--- src/rtl/param_queue.sv ---
// rtl/param_queue.sv - parametrised ready/valid FIFO with flow-through/pipe modes and occupancy count
module param_queue #(
    parameter int WIDTH = 105,
    parameter int DEPTH = 2,
    parameter bit PIPE  = 1'b0,
    parameter bit FLOW  = 1'b0,
    localparam int CW   = $clog2(DEPTH + 1)
) (
    input  logic             clock,
    input  logic             reset,
    input  logic             enq_valid,
    output logic             enq_ready,
    input  logic [WIDTH-1:0] enq_bits,
    output logic             deq_valid,
    input  logic             deq_ready,
    output logic [WIDTH-1:0] deq_bits,
    output logic [CW-1:0]    count
);
    localparam int            PW   = (DEPTH > 1) ? $clog2(DEPTH) : 1;
    localparam int            CW1  = CW + 1;
    localparam logic [PW-1:0] LAST = PW'(DEPTH - 1);

    logic [WIDTH-1:0] mem_q [DEPTH];
    logic [PW-1:0]    enq_ptr_q, enq_ptr_d;
    logic [PW-1:0]    deq_ptr_q, deq_ptr_d;
    logic             maybe_full_q, maybe_full_d;
    logic             ptr_match, empty, full;
    logic             bypass, do_enq, do_deq;
    logic [CW1-1:0]   count_wide;

    assign ptr_match = (enq_ptr_q == deq_ptr_q);
    assign empty     = ptr_match & ~maybe_full_q;
    assign full      = ptr_match & maybe_full_q;

    assign enq_ready = ~full | (PIPE & deq_ready);
    assign deq_valid = ~empty | (FLOW & enq_valid);
    assign deq_bits  = (FLOW && empty) ? enq_bits : mem_q[deq_ptr_q];

    // A flow-through word consumed in the same cycle never touches storage.
    assign bypass = FLOW & empty & deq_ready;
    assign do_enq = enq_valid & enq_ready & ~bypass;
    assign do_deq = deq_valid & deq_ready & ~empty;

    always_comb begin
        enq_ptr_d    = enq_ptr_q;
        deq_ptr_d    = deq_ptr_q;
        maybe_full_d = maybe_full_q;
        if (do_enq) begin
            enq_ptr_d = (enq_ptr_q == LAST) ? '0 : enq_ptr_q + PW'(1);
        end
        if (do_deq) begin
            deq_ptr_d = (deq_ptr_q == LAST) ? '0 : deq_ptr_q + PW'(1);
        end
        if (do_enq != do_deq) begin
            maybe_full_d = do_enq;
        end
    end

    always_ff @(posedge clock or posedge reset) begin
        if (reset) begin
            enq_ptr_q    <= '0;
            deq_ptr_q    <= '0;
            maybe_full_q <= 1'b0;
        end else begin
            enq_ptr_q    <= enq_ptr_d;
            deq_ptr_q    <= deq_ptr_d;
            maybe_full_q <= maybe_full_d;
        end
    end

    // Storage carries no reset; only the pointers define what is valid.
    always_ff @(posedge clock) begin
        if (do_enq) begin
            mem_q[enq_ptr_q] <= enq_bits;
        end
    end

    always_comb begin
        count_wide = '0;
        if (ptr_match) begin
            count_wide = maybe_full_q ? CW1'(DEPTH) : '0;
        end else if (enq_ptr_q > deq_ptr_q) begin
            count_wide = CW1'(enq_ptr_q) - CW1'(deq_ptr_q);
        end else begin
            count_wide = CW1'(DEPTH) + CW1'(enq_ptr_q) - CW1'(deq_ptr_q);
        end
    end

    assign count = count_wide[CW-1:0];

endmodule

--- config.mk ---
export PLATFORM = sky130hd
export DESIGN_NAME = param_queue
export DESIGN_NICKNAME = d
export VERILOG_FILES = /design/src/rtl/param_queue.sv
export SDC_FILE = /design/constraint.sdc
export NUM_CORES = 1
export LEC_CHECK = 0
export BUFFER_PORTS_ARGS = -buffer_cell sky130_fd_sc_hd__buf_2
export CORE_UTILIZATION = 36
export CTS_CLUSTER_SIZE = 25
export DETAILED_ROUTE_END_ITERATION = 8
export PLACE_DENSITY_LB_ADDON = 0.12
export SLEW_MARGIN = 15
export SYNTH_ARGS = -nofsm -noshare
export SYNTH_HDL_FRONTEND = slang
export SYNTH_SLANG_ARGS = --single-unit
--- constraint.sdc ---
create_clock -name clock -period 13.01 [get_ports clock]
set_clock_uncertainty 0.15 [all_clocks]
set_input_delay 1.9515 -clock clock [delete_from_list [all_inputs] [get_ports clock]]
set_output_delay 1.9515 -clock clock [all_outputs]
set_load 0.02 [all_outputs]
==> results.env <==
CTS.SINKS=213
POST_SYN_AREA_UM2=7840
SYNTH_FLOP_CELL='edfxtp_1'
YOSYSTOPAREACELL='edfxtp_1'
TOP_LAYER_USED='met4'
FINALWEIGHTEDCONGESTION=0.681
DRT_WL_TOTAL_UM=14900
P_LEAK_nW=3.69
VIAS_PER_CELL=4.53
CP_MAX_FO=63
NUMBER_OF_ENABLE_TYPE_REGISTER_CELLS_IN_THE_SYNTHESIZED_NETLIST=210
PLACEMENTROWS=53
DESIGN.CORE.AREA_UM2=21200
HOLD_BUFFERS=0
HOLD_PATH.CLASS='reg2reg'
DETAILEDROUTE.FIRSTITERATIONVIOLATIONS=186
POST_SYNTH_INST_COUNT=352
DRT_FIRST_PASS_ITERS=4
WORST-R2R-CELL-COUNT=4
VIAS=3986
MIN_PERIOD_OVER_PERIOD_PCT=37.8
SYNTH-ASYNC-RESET-RATIO_PCT=1.41
POSTSYNTHREGISTERBITS=213
CRITPATHCAPTURETYPE='output port'
MAX_FREQ_MHz=203
GRT_ANTENNA_BEFORE_REPAIR=4
TRACK_USAGE_PCT=13.0
POST_SYNTH_MAIN_AREA_CONTRIBUTORS='edfxtp_1 80%, mux2_2 15%, buf_6 1.4%, dfrtp_1 0.96%, xor3_1 0.30%'
YOSYSMOSTFREQUENTCELL='edfxtp_1'
TIMING_MAX_TRANSITION_VIOLATIONS_FINAL=0
ROUTE.DETAILED.DRC=0
SETUP_VIOL_COUNT_FINAL=0
POWER.IR.VDD_WORST_mV=0.151
FLOORPLAN.INITIALDENSITY_PCT=37.0
WL_MET3_UM=1690
H-TREE-DEPTH=1
IOPINCOUNT=218
MIN_PATH_CELLS=2
FINALWORSTPATHREQUIREDPERIOD_NS=4.92
TIMING_WORST_SETUP_PATH_TYPE='reg2out'
CTS_INSERTED_BUFFERS=23
MET1_LENGTH_UM=6000
WORST_EP_ARRIVAL_TIME_NS=2.82
WORSTSKEWPAIRLATENCY_NS=0.49
STARTPOINT_TYPE='flop'
YOSYS.AREA.TOP_TYPE_SHARE_PCT=80.5
WORST-SLEW-PIN-TRANSITION_NS=0.977
CHIPWIDTH_UM=150
CLK_ROOT_BUFFER_CELL='clkbuf_16'
CTS_RESIZED=0
SLEW_HEADROOM_PCT=34.9
SYNTH_SEQ_AREA_SHARE_PCT=81.4
FINAL_NETS=694
POST_SYNTH_NUM_CELL_TYPES=19
WORST_SETUP_PATH_STARTPOINT='deq_ptr_q'
PORTBUFFERS=217
CTSLONGESTPATHBUFFERS=3
HOLD_VIOL=0
CRITICAL_PATH.REG2REG.STARTPOINT='deq_ptr_q'
SYNTH_AREA_PER_CELL_UM2=22.3
VIA_COUNT_OF_THE_FIRST_GLOBAL_ROUTING_PASS=4235
GRT_PASS1_WL_UM=22200
HOLD_START='enq_ptr_q'
SYNTHTOLAYOUTAREAGROWTH_PCT=27.0
CRIT_REQUIRED_NS=10.91
GR-TOTAL-OVERFLOW=0
GRT_MAX_DEGREE=71
GRT_SETUP_UNREPAIRED='false'
POST_ROUTE_CELLS_DRIVE_ABOVE_1_SHARE_PCT=59.9
CTS.CLK_SLEW.WORST_PATHS_NS=0.05
TRITONCTS='built'
DETAILED_PLACE_HPWL_UM=9430
YOSYS_WARNINGS=0
ROUTED-WL-MET2_UM=6850
POST-CTS-SETUP-BUFFER-COUNT=0
FLOORPLAN.DIE_AREA_UM2=22400
TIMING.SETUP.TNS_NS=0
DIE_HEIGHT_UM=150
DRT.ANTENNA.VIOLATING_NETS=0
ROUTED_WIRE_LENGTH_PER_INSTANCE_UM=16.9
TOTALPOWERFINAL_mW=2.36
SYNTH_FP_NETS=461
DRV.MAX_CAP_VIOLATION_COUNT=0
SYNTH_COMMONEST_CELLS='210 x edfxtp_1, 105 x mux2_2, 10 x buf_6'
OUTCOME='completed'
CELLPOWERDENSITY_nW_PER_UM2=237
## per-layer routing
layer  track usage, %  up-vias
met3             5.67       26
met2             20.9      170
met4             3.67        0
met5                0        -
met1             15.8     1918
li1                 -     1872
## stage by stage
stage          std cells  hold slack (ns)  instance area [um2]  worst slack [ns]  utilization [%]
4_1_cts              876            0.604                 9950              7.98             47.0
6_report             879            0.587                 9960              8.09             47.1
5_1_grt              877            0.636                 9950              7.82             47.0
3_5_place_dp         835            0.596                 9190              8.52             43.5
2_1_floorplan        352            0.412                 7840              2.66                -
3_3_place_gp         835            0.588                 9190              8.58             43.5
## worst paths after layout
| path | end | slack (ns) |
|---|---|---|
| max | count[1] | 8.09 |
| min | deq_ptr_q | 0.59 |
| max reg2reg | mem_q[0][96] | 9.93 |
| min reg2reg | deq_ptr_q | 0.59 |
| max in group asynchronous | deq_ptr_q | 11.41 |
| min in group asynchronous | deq_ptr_q | 1.16 |
## cell families after synthesis
kind of cell / share of synthesized area, %
flip-flops: 81.4
multiplexers: 15.1
buffers and inverters: 1.77
XOR/XNOR: 0.415
AND/OR/NAND/NOR: 0.910
AO/OA/AOI/OAI: 0.399
## area by class of cell
| cell class | count | area (um2) |
|---|---|---|
| antenna | 3 | 7.51 |
| clock buffer | 25 | 583 |
| clock inverter | 16 | 171 |
| fill | 1868 | 11200 |
| inverter | 2 | 7.51 |
| multi-input combinational | 123 | 1330 |
| sequential | 213 | 6380 |
| tap | 275 | 344 |
| timing repair buffer | 222 | 1120 |
## cells in the final DEF (no fill, tap or decap), types with 2 or more instances in the layout
cell | netlist | routed
nor2b_1 | 3 | 3
clkbuf_1 | 1 | 2
clkinv_2 | 0 | 2
mux2_2 | 105 | 105
nand2b_1 | 2 | 2
edfxtp_1 | 210 | 210
buf_2 | 3 | 217
diode_2 | 0 | 3
bufinv_16 | 0 | 4
dfrtp_1 | 3 | 2
clkinv_1 | 0 | 9
inv_1 | 2 | 2
clkbuf_16 | 0 | 23
buf_4 | 0 | 5
nand2_1 | 3 | 3
## registers in the layout, indices dropped and copies added, names as in the netlist
signal and cells:
deq_ptr_q 1, enq_ptr_q 1, maybe_full_q 1, mem_q 210
## report_power, final
part | switching (mW) | internal (mW) | total (mW)
Combinational | 0.434 | 0.283 | 0.717
Sequential | 0.0635 | 0.934 | 0.997
Clock | 0.246 | 0.400 | 0.646
Total | 0.744 | 1.62 | 2.36
## worst max-delay path: stages, from the launching register on
cell,delay (ns)
dfrtp_4,0.86
buf_4,0.76
xnor2_1,0.27
and2_1,0.23
buf_2,0.15
No activity file was read; power rests on OpenSTA's default activity.
